### config.mk
export PLATFORM = sky130hd
export DESIGN_NAME = instruction_encoder
export DESIGN_NICKNAME = d
export VERILOG_FILES = /design/src/rtl/instruction_encoder_pkg.sv /design/src/rtl/instruction_encoder_instr_pack.sv /design/src/rtl/instruction_encoder.sv
export SDC_FILE = /design/constraint.sdc
export NUM_CORES = 1
export LEC_CHECK = 0
export BUFFER_PORTS_ARGS = -buffer_cell sky130_fd_sc_hd__buf_2
export CAP_MARGIN = 20
export CORE_MARGIN = 5
export CORE_UTILIZATION = 35
export DETAILED_ROUTE_END_ITERATION = 10
export GPL_ROUTABILITY_DRIVEN = 0
export GPL_TIMING_DRIVEN = 0
export PLACE_DENSITY = 0.71
export SLEW_MARGIN = 5
export SYNTH_ARGS = -nofsm -noshare
export SYNTH_HDL_FRONTEND = slang
export SYNTH_SLANG_ARGS = --single-unit
### constraint.sdc
create_clock -name clk -period 3.3 [get_ports clk]
set_clock_uncertainty 0.05 [all_clocks]
set_input_delay 0.33 -clock clk [delete_from_list [all_inputs] [get_ports clk]]
set_output_delay 0.33 -clock clk [all_outputs]
set_load 0.01 [all_outputs]
### src/rtl/instruction_encoder_pkg.sv
// Shared RV32I encoder definitions: opcodes, encoder FSM states, NOP word,
// request struct and immediate range helpers.
package instruction_encoder_pkg;

   localparam logic [6:0] OPCODE_LOAD   = 7'b0000011;
   localparam logic [6:0] OPCODE_OP_IMM = 7'b0010011;
   localparam logic [6:0] OPCODE_AUIPC  = 7'b0010111;
   localparam logic [6:0] OPCODE_STORE  = 7'b0100011;
   localparam logic [6:0] OPCODE_OP     = 7'b0110011;
   localparam logic [6:0] OPCODE_LUI    = 7'b0110111;
   localparam logic [6:0] OPCODE_BRANCH = 7'b1100011;
   localparam logic [6:0] OPCODE_JALR   = 7'b1100111;
   localparam logic [6:0] OPCODE_JAL    = 7'b1101111;

   localparam logic [31:0] ENC_NOP = 32'h0000_0013;

   typedef enum logic {
      ENC_ST_IDLE  = 1'b0,
      ENC_ST_LI_LO = 1'b1
   } enc_state_e;

   typedef struct packed {
      logic [6:0]  opcode;
      logic [4:0]  rd;
      logic [4:0]  rs1;
      logic [4:0]  rs2;
      logic [2:0]  funct3;
      logic [6:0]  funct7;
      logic [31:0] imm;
   } enc_req_t;

   // True when v equals the sign extension of its low N bits.
   function automatic logic fits_s12(input logic [31:0] v);
      return v[31:11] == {21{v[11]}};
   endfunction

   function automatic logic fits_s13(input logic [31:0] v);
      return v[31:12] == {20{v[12]}};
   endfunction

   function automatic logic fits_s21(input logic [31:0] v);
      return v[31:20] == {12{v[20]}};
   endfunction

endpackage

### src/rtl/instruction_encoder_instr_pack.sv
// Combinational RV32I field packer: request fields -> {instruction word, range error}.
module instr_pack
   import instruction_encoder_pkg::*;
(
   input  enc_req_t    req,
   output logic [31:0] word,
   output logic        err
);

   logic is_shift;
   assign is_shift = (req.funct3 == 3'b001) || (req.funct3 == 3'b101);

   always_comb begin
      word = ENC_NOP;
      err  = 1'b1;
      case (req.opcode)
         OPCODE_OP_IMM: begin
            if (is_shift) begin
               word = {req.funct7, req.imm[4:0], req.rs1, req.funct3, req.rd, req.opcode};
               err  = |req.imm[31:5];
            end else begin
               word = {req.imm[11:0], req.rs1, req.funct3, req.rd, req.opcode};
               err  = ~fits_s12(req.imm);
            end
         end
         OPCODE_LOAD, OPCODE_JALR: begin
            word = {req.imm[11:0], req.rs1, req.funct3, req.rd, req.opcode};
            err  = ~fits_s12(req.imm);
         end
         OPCODE_OP: begin
            word = {req.funct7, req.rs2, req.rs1, req.funct3, req.rd, req.opcode};
            err  = 1'b0;
         end
         OPCODE_STORE: begin
            word = {req.imm[11:5], req.rs2, req.rs1, req.funct3, req.imm[4:0], req.opcode};
            err  = ~fits_s12(req.imm);
         end
         OPCODE_BRANCH: begin
            word = {req.imm[12], req.imm[10:5], req.rs2, req.rs1, req.funct3,
                    req.imm[4:1], req.imm[11], req.opcode};
            err  = req.imm[0] | ~fits_s13(req.imm);
         end
         OPCODE_LUI, OPCODE_AUIPC: begin
            word = {req.imm[31:12], req.rd, req.opcode};
            err  = |req.imm[11:0];
         end
         OPCODE_JAL: begin
            word = {req.imm[20], req.imm[10:1], req.imm[11], req.imm[19:12], req.rd, req.opcode};
            err  = req.imm[0] | ~fits_s21(req.imm);
         end
         default: begin
            word = ENC_NOP;
            err  = 1'b1;
         end
      endcase
   end

endmodule

### src/rtl/instruction_encoder.sv
// RV32I instruction encoder with valid/ready on both sides and one output register.
// Optional pseudo LI expansion (ADDI or LUI+ADDI) enabled by defining ENC_PSEUDO_LI_EN.
module instruction_encoder
   import instruction_encoder_pkg::*;
#(
   parameter int CNT_W = 16
) (
   input  logic             clk,
   input  logic             rst_n,
   input  logic             in_valid,
   output logic             in_ready,
   input  logic [6:0]       in_opcode,
   input  logic [4:0]       in_rd,
   input  logic [4:0]       in_rs1,
   input  logic [4:0]       in_rs2,
   input  logic [2:0]       in_funct3,
   input  logic [6:0]       in_funct7,
   input  logic [31:0]      in_imm,
   input  logic             in_pseudo_li,
   output logic             out_valid,
   input  logic             out_ready,
   output logic [31:0]      out_instr,
   output logic             out_err,
   output logic             out_last,
   output logic [CNT_W-1:0] instr_count
);

   enc_state_e  state, state_nxt;
   enc_req_t    in_req, req;
   logic [31:0] pack_word;
   logic        pack_err;
   logic        can_load, accept, load, last_nxt;

   assign can_load = ~out_valid | out_ready;
   assign in_ready = (state == ENC_ST_IDLE) & can_load;
   assign accept   = in_valid & in_ready;

   assign in_req = '{opcode: in_opcode, rd: in_rd, rs1: in_rs1, rs2: in_rs2,
                     funct3: in_funct3, funct7: in_funct7, imm: in_imm};

`ifdef ENC_PSEUDO_LI_EN
   logic [4:0]  li_rd;
   logic [11:0] li_lo;
   logic [19:0] li_hi;

   // Round the upper part up when the low 12 bits will be sign-extended negative.
   assign li_hi = in_imm[31:12] + {19'd0, in_imm[11]};
`else
   logic unused_li;
   assign unused_li = in_pseudo_li;
`endif

   always_comb begin
      state_nxt = state;
      req       = in_req;
      load      = 1'b0;
      last_nxt  = 1'b1;
      case (state)
         ENC_ST_IDLE: begin
            if (accept) begin
               load = 1'b1;
`ifdef ENC_PSEUDO_LI_EN
               if (in_pseudo_li) begin
                  if (fits_s12(in_imm)) begin
                     req = '{opcode: OPCODE_OP_IMM, rd: in_rd, rs1: 5'd0, rs2: 5'd0,
                             funct3: 3'b000, funct7: 7'd0, imm: in_imm};
                  end else begin
                     req = '{opcode: OPCODE_LUI, rd: in_rd, rs1: 5'd0, rs2: 5'd0,
                             funct3: 3'b000, funct7: 7'd0, imm: {li_hi, 12'h000}};
                     last_nxt  = 1'b0;
                     state_nxt = ENC_ST_LI_LO;
                  end
               end
`endif
            end
         end
`ifdef ENC_PSEUDO_LI_EN
         ENC_ST_LI_LO: begin
            if (can_load) begin
               load      = 1'b1;
               req       = '{opcode: OPCODE_OP_IMM, rd: li_rd, rs1: li_rd, rs2: 5'd0,
                             funct3: 3'b000, funct7: 7'd0, imm: {{20{li_lo[11]}}, li_lo}};
               state_nxt = ENC_ST_IDLE;
            end
         end
`endif
         default: state_nxt = ENC_ST_IDLE;
      endcase
   end

   instr_pack u_pack (
      .req  (req),
      .word (pack_word),
      .err  (pack_err)
   );

   always_ff @(posedge clk or negedge rst_n) begin
      if (!rst_n) state <= ENC_ST_IDLE;
      else        state <= state_nxt;
   end

`ifdef ENC_PSEUDO_LI_EN
   always_ff @(posedge clk or negedge rst_n) begin
      if (!rst_n) begin
         li_rd <= 5'd0;
         li_lo <= 12'd0;
      end else if (state == ENC_ST_IDLE && state_nxt == ENC_ST_LI_LO) begin
         li_rd <= in_rd;
         li_lo <= in_imm[11:0];
      end
   end
`endif

   always_ff @(posedge clk or negedge rst_n) begin
      if (!rst_n) begin
         out_valid   <= 1'b0;
         out_instr   <= 32'd0;
         out_err     <= 1'b0;
         out_last    <= 1'b0;
         instr_count <= '0;
      end else begin
         if (load) begin
            out_valid <= 1'b1;
            out_instr <= pack_word;
            out_err   <= pack_err;
            out_last  <= last_nxt;
         end else if (out_ready) begin
            out_valid <= 1'b0;
         end
         if (out_valid & out_ready) instr_count <= instr_count + CNT_W'(1);
      end
   end

endmodule

==> flow_summary.ini, run 1 <==
[clocking]
cts_buffers = 5
clkTransAtPathRegs_ns = 0.09
root_buffer = clkbuf_8
clockBufferDepth = 2
ctsResizeCount = 0
cts.sinks = 51
htree_num_levels = 2
clk_latency_ns = 0.29
cts_tree = built

[job]
drv_cap = 0

[die]
core_area_um2 = 7690
design.die.area_um2 = 9730
die-height_um = 98.6
start_util_pct = 35.8
die_x_um = 98.6
io_pins = 121
rows = 32

[cells_and_area]
layout_common_cells = buf_2, dfrtp_1, nor2_1
num_antenna_cells = 0
fill_cells = 784
final_common_cell = buf_2
finalNetCount = 490
final_cell_count_no_fill = 522
area_growth_pct = 31.0
layout-drive-gt1-share_pct = 34.5

[sta]
slew_violations = 0
worst_pin_slew_ns = 0.616
period_minus_slack_ns = 1.86
min_period_over_period_pct = 56.5
finalSetupViolCount = 0
hold_viol_final = 0
fmax_mhz = 536
slew_headroom_pct = 58.9
rsz0062_at_grt = false
setup_tns_ns = 0

[route]
vias = 2885
via_per_inst = 5.53
final_antenna_net_count = 0
detail_route.wl_per_cell_um = 16.9
first_iter_violations = 155
wirelength_um = 8800
dr.pass1.iters = 5
drc = 0

[logic_synthesis]
ys.warnings.count = 0
syn_inst = 291
netlist_area_um2 = 2750
syn_nets = 362
ys_seq_elements = 51
synth.distinct_cells = 49
synthArstFlopShare_pct = 100
yosys_most_used_dff = dfrtp_1
ys_seq_area_share_pct = 46.4
avgSynthCellArea_um2 = 9.45
synth_edf_count = 0

[power]
power.static_leakage_nw = 1.66
p_per_area_nw_per_um2 = 394
ir_drop_uv = 174

[global_routing]
antenna_found_initial = 0
grt_first_pass_wirelength_um = 14200
grt-ovfl-total = 0
grt_max_degree = 35
grt_pass1_vias = 2865
grt_use_total_pct = 17.9

[worst_setup_path]
critPathKind = in2reg
reg2reg_slack_ns = 1.47
critPathMaxFanout = 2
worstPathRequired_ns = 3.42
crit_arrival_ns = 1.99
r2r_end = instr_count[15]
rr_startpoint = out_valid
crit_path_start_kind = input pin
r2r_cells = 6
endpoint_kind = register

[placed_design]
placed_cells = 513
numPortBuffers = 119
hpwl_um = 7200

[run_status]
status = complete, no violations

[min_path]
holdPathStages = 2
holdCritPathClass = in2reg
hold_path_end = out_valid
worstHoldStart = in_valid
## report_power, final
part	total [mW]	leakage (nW)	internal (mW)	switching, mW
registers	0.729	0.659	0.675	0.0540
logic	0.306	0.951	0.133	0.173
clock network	0.385	0.0515	0.192	0.193
## final cells by class
class / count / area, µm² / area share (%)
clock buffers: 8 / 100 / 2.78
inverters: 5 / 18.8 / 0.521
repair buffers: 121 / 626 / 17.4
multi-input cells: 220 / 1390 / 38.5
plain buffers: 15 / 66.3 / 1.84
flip-flops and latches: 51 / 1280 / 35.4
well taps: 102 / 128 / 3.54
## sequential cells by signal (all words and copies together) (netlist names)
name and flops:
out_instr 32, instr_count 16, out_err 1, out_last 1
out_valid 1
## through the flow
step	total power [mW]	hold slack [ns]	cell area, µm²	utilization, %	setup WS, ns
2_1_floorplan	0.882	-0.0156	2750	-	1.59
3_3_place_gp	1.04	0.397	3470	45.2	1.22
5_1_grt	1.50	0.211	3600	46.9	1.27
3_5_place_dp	1.05	0.242	3490	45.4	1.22
4_1_cts	1.44	0.187	3600	46.9	1.46
6_report	1.42	0.197	3600	46.9	1.44
## repair_timing
item,in CTS,in global routing
hold endpoints to repair,17,0
setup buffers,0,0
hold buffers,1,0
## kinds of logic after synthesis
family                     share of synthesized area [%]
AOI/OAI and AO/OA                                   19.7
adders and majority gates                          0.910
DFF                                                 46.4
and+or+nand+nor                                     24.7
xor gates and xnor gates                            4.78
muxes                                              0.409
buffers and inverters                               3.09
## synthesized netlist by cell type (2+ instances only)
master / instances / area share [%]
dfrtp_1: 51 / 46
nor2_1: 34 / 4.6
nand2_1: 29 / 4.0
o21ai_0: 20 / 3.6
nand4_1: 12 / 2.7
nand3_1: 11 / 2.0
xnor2_1: 11 / 3.5
a222oi_1: 10 / 3.6
a221oi_1: 9 / 2.9
buf_2: 8 / 1.5
nand2b_1: 7 / 1.6
nor4_1: 7 / 1.6
clkbuf_1: 6 / 0.82
a21oi_1: 5 / 0.91
a22oi_1: 5 / 1.4
inv_1: 5 / 0.68
nor3_1: 5 / 0.91
o21ai_1: 5 / 0.91
nand4b_1: 4 / 1.3
xor2_1: 4 / 1.3
and2_1: 3 / 0.68
and3_1: 3 / 0.68
nand3b_1: 3 / 0.82
or4_1: 3 / 0.82
a211oi_2: 2 / 0.91
a311o_1: 2 / 0.73
a31oi_1: 2 / 0.45
ha_1: 2 / 0.91
nor2b_1: 2 / 0.45
o31ai_1: 2 / 0.55
## worst max-delay path by stage
stage | start | end | slack (ns) | depth (start not counted)
after floorplan | in_opcode[4] | out_err | 1.59 | 6
after global placement | in_imm[8] | out_err | 1.22 | 6
after detailed placement | in_imm[8] | out_err | 1.22 | 6
after CTS | out_valid | instr_count[15] | 1.46 | 6
after global routing | out_valid | instr_count[15] | 1.27 | 6
final | in_imm[8] | out_err | 1.44 | 6
## critical path: stages
cell      delay [ns]
buf_2           0.10
or4_1           0.53
nor3_1          0.42
nand3_1         0.18
a221oi_2        0.31
a31oi_1         0.11
## metal layers
layer | up-vias | GRT usage, % | share of wire (%)
li1 | 1346 | - | -
met1 | 1351 | 24.3 | 44
met2 | 163 | 27.7 | 44
met3 | 25 | 4.32 | 8.6
met4 | 0 | 6.93 | 3.0
met5 | - | 0 | 0
No activity file was read; power rests on OpenSTA's default activity.
==> run 2: changes to the inputs <==
==> constraint.sdc (replaced) <==
create_clock -name clk -period 1.8 [get_ports clk]
set_clock_uncertainty 0.05 [all_clocks]
set_input_delay 0.18 -clock clk [delete_from_list [all_inputs] [get_ports clk]]
set_output_delay 0.18 -clock clk [all_outputs]
set_load 0.01 [all_outputs]
==> flow_summary.ini, run 2 (same netlist as run 1, synthesis figures left out) <==
[run_status]
status = complete, no violations

[worst_setup_path]
r2r_end = out_err
critPathKind = in2reg
path_cells = buf_2, or4_1, nor3_1, nand3_1, a221oi_2, a31oi_1
crit_family = simple AND/OR/NAND/NOR gates
endpoint_kind = register
critPathMaxFanout = 2
rr_startpoint = out_valid
path_buf_inv = 1
crit_path_top_delay_cell = or4_1
crit_arrival_ns = 1.82
slowest_delay_ns = 0.53
reg2reg_slack_ns = 0.11
crit_path_start_kind = input pin
worst-path-stages = 6
cp-startpoint = in_imm[8]
r2r_cells = 6
cp-endpoint = out_err
worstPathRequired_ns = 1.92

[route]
route.met3.wl_um = 754
final_antenna_net_count = 0
dr.pass1.iters = 5
top_layer_used = met4
first_iter_violations = 156
vias = 2893
routed-wl-met2_um = 3880
drc = 0
detail_route.wl_per_cell_um = 17.0
via_per_inst = 5.55
wirelength_um = 8830
met1Wirelength_um = 3900

[sta]
slew_violations = 0
finalSetupViolCount = 0
period_minus_slack_ns = 1.70
min_period_over_period_pct = 94.6
worst_pin_slew_ns = 0.616
hold_viol_final = 0
slew_headroom_pct = 58.8
fmax_mhz = 587

[job]
drv_cap = 0

[die]
core_area_um2 = 7690
design.die.area_um2 = 9730
io_pins = 121
die_x_um = 98.6
die-height_um = 98.6
start_util_pct = 35.8
rows = 32

[cells_and_area]
largestRegisters = out_instr x32, instr_count x16
area_growth_pct = 31.8
largest_reg_flops = 32
final_design_area_no_fill_um2 = 3620
final_common_cell = buf_2
num_antenna_cells = 0
layout-drive-gt1-share_pct = 35.6
finalNetCount = 489
top_register = out_instr
final_cell_count_no_fill = 521
layout_common_cells = buf_2, dfrtp_1, nor2_1

[clocking]
cts_tree = built
root_buffer = clkbuf_8
cts_buffers = 5
post_cts_buffers = 0
clk_latency_ns = 0.29
cts.sinks = 51
clkTransAtPathRegs_ns = 0.09
clockBufferDepth = 2
htree_num_levels = 2

[min_path]
holdCritPathClass = in2reg

[global_routing]
grt_use_total_pct = 17.9
grt-ovfl-total = 0
grt_max_degree = 35
grt_pass1_vias = 2868
grt_first_pass_wirelength_um = 14200
antenna_found_initial = 0

[power]
power.static_leakage_nw = 1.68
p_per_area_nw_per_um2 = 719
ir_drop_uv = 319

[placed_design]
hpwl_um = 7200
numPortBuffers = 119
placed_cells = 513
place_area_um2 = 3490
==> run 2: cell type report <==
| cell class | instances | area, µm² |
|---|---|---|
| Sequential cell | 51 | 1280 |
| Inverter | 5 | 18.8 |
| Clock buffer | 8 | 100 |
| Fill cell | 774 | 4060 |
| Timing Repair Buffer | 121 | 626 |
| Multi-Input combinational cell | 220 | 1410 |
| Tap cell | 102 | 128 |
| Buffer | 14 | 63.8 |
==> run 2: metrics by stage <==
step | worst slack [ns] | utilization, % | power, mW | TNS, ns | hold WS, ns
floorplan | 0.160 | - | 1.62 | 0 | -0.166
global placement | -0.131 | 45.2 | 1.90 | -0.576 | 0.342
detailed placement | -0.134 | 45.4 | 1.93 | -0.654 | 0.0921
CTS | 0.0101 | 47.0 | 2.64 | 0 | 0.0479
global route | -0.000418 | 47.2 | 2.76 | -0.000418 | 0.103
finish | 0.0965 | 47.2 | 2.60 | 0 | 0.0837
==> run 2: how the worst min path moves through the flow <==
stage / slack (ns) / end / from / cells past startpoint
after floorplan: -0.17 / instr_count[0] / rst_n / 0
after global placement: 0.34 / out_valid / in_valid / 2
after detailed placement: 0.09 / instr_count[2] / rst_n / 1
after CTS: 0.05 / out_valid / in_valid / 2
after global routing: 0.10 / out_valid / in_valid / 2
final: 0.08 / out_valid / in_valid / 2
==> run 2: repair_timing <==
item,in CTS,in global routing
hold endpoints to repair,17,0
gates resized for setup,2,6
hold buffers,1,0
pin swaps,0,1
setup endpoints to repair,4,8
==> run 2: where the power goes <==
| part | switching (mW) | total (mW) | internal, mW |
|---|---|---|---|
| Sequential | 0.0982 | 1.34 | 1.24 |
| Combinational | 0.323 | 0.568 | 0.245 |
| Clock | 0.350 | 0.701 | 0.351 |
| Total | 0.770 | 2.60 | 1.83 |
==> run 2: layer usage <==
metal  global-route usage (%)  up-vias
met5                        0        -
met3                     4.32       28
met2                     27.8      155
met1                     24.3     1364
li1                         -     1346
met4                     6.93        0
==> run 3: changes to the inputs <==
--- a/config.mk
+++ b/config.mk
@@ -5,14 +5,14 @@
 export SDC_FILE = /design/constraint.sdc
 export NUM_CORES = 1
 export LEC_CHECK = 0
+export ABC_AREA = 1
 export BUFFER_PORTS_ARGS = -buffer_cell sky130_fd_sc_hd__buf_2
 export CAP_MARGIN = 20
 export CORE_MARGIN = 5
 export CORE_UTILIZATION = 35
 export DETAILED_ROUTE_END_ITERATION = 10
-export GPL_ROUTABILITY_DRIVEN = 0
 export GPL_TIMING_DRIVEN = 0
-export PLACE_DENSITY = 0.71
+export PLACE_DENSITY = 0.69
 export SLEW_MARGIN = 5
 export SYNTH_ARGS = -nofsm -noshare
 export SYNTH_HDL_FRONTEND = slang
==> flow_summary.ini, run 3 <==
[worst_setup_path]
worstPathRequired_ns = 1.94
crit_path_frequent_cell = nor2_2
endpoint_kind = register
crit_path_top_delay_cell = dfrtp_1
critPathMaxFanout = 3
path_cells = ha_1, nand3_1, nor2_2, nand3_1, nor2_2, nand3_2, nor2_2, xnor2_1, inv_1
crit_arrival_ns = 1.80
slowest_delay_ns = 0.38
crit_path_start_kind = register
critPathKind = reg2reg

[logic_synthesis]
syn_inst = 443
synth_top_family_by_area = simple AND/OR/NAND/NOR gates
yosysTopAreaCellShare_pct = 40.4
post-synth-top-count-cell = nand2_1
yosys_most_used_dff = dfrtp_1
synthTopCellsByArea = dfrtp_1, nand2_1, nor2_1
synth_largest_area_cell = dfrtp_1
syn_nets = 514
synth-adder-area-share_pct = 0.792
netlist_area_um2 = 3160
synth_compound_area_share_pct = 10.4
synth_edf_count = 0
yosys.area_share.simple_pct = 36.9
ys_seq_elements = 51
synthArstFlopShare_pct = 100
ys_top_cells_by_count = nand2_1, nor2_1, dfrtp_1, inv_1, nand3_1
ys.warnings.count = 0
synthMuxAreaShare_pct = 0.356
ys_seq_area_share_pct = 40.4
synth_xor_xnor_area_share_pct = 4.16
avgSynthCellArea_um2 = 7.13
synth.distinct_cells = 33

[cells_and_area]
largest_reg_flops = 32
area_growth_pct = 28.3
layout_common_cells = nand2_1, buf_2, nor2_1
largestRegisters = out_instr x32, instr_count x16
layout-drive-gt1-share_pct = 30.0
num_antenna_cells = 0
finalNetCount = 645
final_common_cell = nand2_1
fill_cells = 936
top_register = out_instr

[die]
start_util_pct = 36.1
design.die.area_um2 = 11000
die-height_um = 105
core_area_um2 = 8760
io_pins = 121
die_x_um = 105
rows = 34

[placed_design]
gp_congestion = 0.891
hpwl_um = 7580
numPortBuffers = 119

[sta]
hold_viol_final = 0
fmax_mhz = 604
setup_tns_ns = 0
worst_pin_slew_ns = 0.532
min_period_over_period_pct = 91.9
slew_violations = 0
period_minus_slack_ns = 1.66
finalSetupViolCount = 0
rsz0062_at_grt = false
slew_headroom_pct = 64.4

[route]
final_antenna_net_count = 0
first_iter_violations = 135
vias = 3230
dr.pass1.iters = 6
via_per_inst = 4.74
wirelength_um = 9230
drc = 0
detail_route.wl_per_cell_um = 13.5

[clocking]
clk_latency_ns = 0.29
clkTransAtPathRegs_ns = 0.09
clockBufferDepth = 2
cts_tree = built
htree_num_levels = 2
cts.sinks = 51
root_buffer = clkbuf_8
cts_buffers = 5

[power]
ir_drop_uv = 360
p_total_mw = 2.72
power.static_leakage_nw = 2.30
p_per_area_nw_per_um2 = 671

[job]
drv_cap = 0

[global_routing]
grt_max_degree = 52
grt_pass1_vias = 3192
antenna_found_initial = 0
grt-ovfl-total = 0
grt_use_total_pct = 16.3
grt_first_pass_wirelength_um = 14900

[min_path]
holdCritPathClass = in2reg

[run_status]
status = complete, no violations
==> run 3: repair_timing <==
item                                    in CTS  in global routing
hold endpoints to repair                     0                 16
endpoints found under the setup margin       0                  2
gates resized for setup                      0                  3
hold buffers                                 0                  1
setup buffers                                0                  3
==> run 3: area by class of cell <==
class,instances,area (µm²),share of cell area (%)
Sequential cell,51,1280,31.5
Clock inverter,1,30.0,0.741
Tap cell,108,135,3.33
Inverter,53,199,4.91
Clock buffer,6,72.6,1.79
Multi-Input combinational cell,333,1670,41.1
Timing Repair Buffer,124,648,16.0
Buffer,6,25.0,0.617
==> run 3: critical path: cells and delay by family, from the launching register on <==
kind | cells | cell delay [ns]
xor gates and xnor gates | 1 | 0.13
adders and majority gates | 1 | 0.15
buffers and inverters | 1 | 0.05
DFF | 1 | 0.38
and+or+nand+nor | 6 | 0.81
==> run 3: path summary, 6_finish.rpt <==
check                                  endpoint  cells past startpoint             from  slack [ns]
worst max-delay path            instr_count[12]                      9   instr_count[0]        0.14
worst min-delay path              out_instr[11]                      3         in_rd[4]        0.11
worst max register to register  instr_count[12]                      9   instr_count[0]        0.14
worst min register to register  instr_count[15]                      1  instr_count[15]        0.41
max in group asynchronous         out_instr[25]                      3            rst_n        0.90
min in group asynchronous        instr_count[6]                      2            rst_n        0.29
==> run 3: stage by stage <==
step	util [%]	cell area [µm²]	cells	hold WS [ns]	setup WS, ns
after floorplan	-	3160	443	-0.166	0.189
after global placement	44.4	3890	670	0.400	0.122
after CTS	45.6	3990	677	0.0732	0.0708
after global routing	46.3	4050	682	0.116	0.0122
final	46.3	4050	682	0.114	0.145
after detailed placement	44.4	3890	670	0.397	0.0835
==> run 3: cells by family (layout without fill, tap and decap cells) <==
family / count (synthesis) / after routing
flops: 51 / 51
buf+inv: 59 / 190
fa+ha+maj: 2 / 2
simple gates: 258 / 258
xor+xnor: 15 / 15
mux: 1 / 1
compound gates: 57 / 57
==> run 3: report_power, final <==
part           switching (mW)  total, mW  internal [mW]
Combinational           0.371      0.637          0.267
Sequential             0.0846       1.33           1.24
Clock                   0.347      0.755          0.408
Total                   0.803       2.72           1.92
==> run 3: metal layers <==
| layer | vias to the layer above | GRT usage (%) | routed length (µm) |
|---|---|---|---|
| met5 | - | 0 | 0 |
| met4 | 0 | 5.30 | 214 |
| met3 | 17 | 2.90 | 501 |
| met2 | 111 | 27.7 | 4450 |
| met1 | 1463 | 20.8 | 4050 |
| li1 | 1639 | - | - |
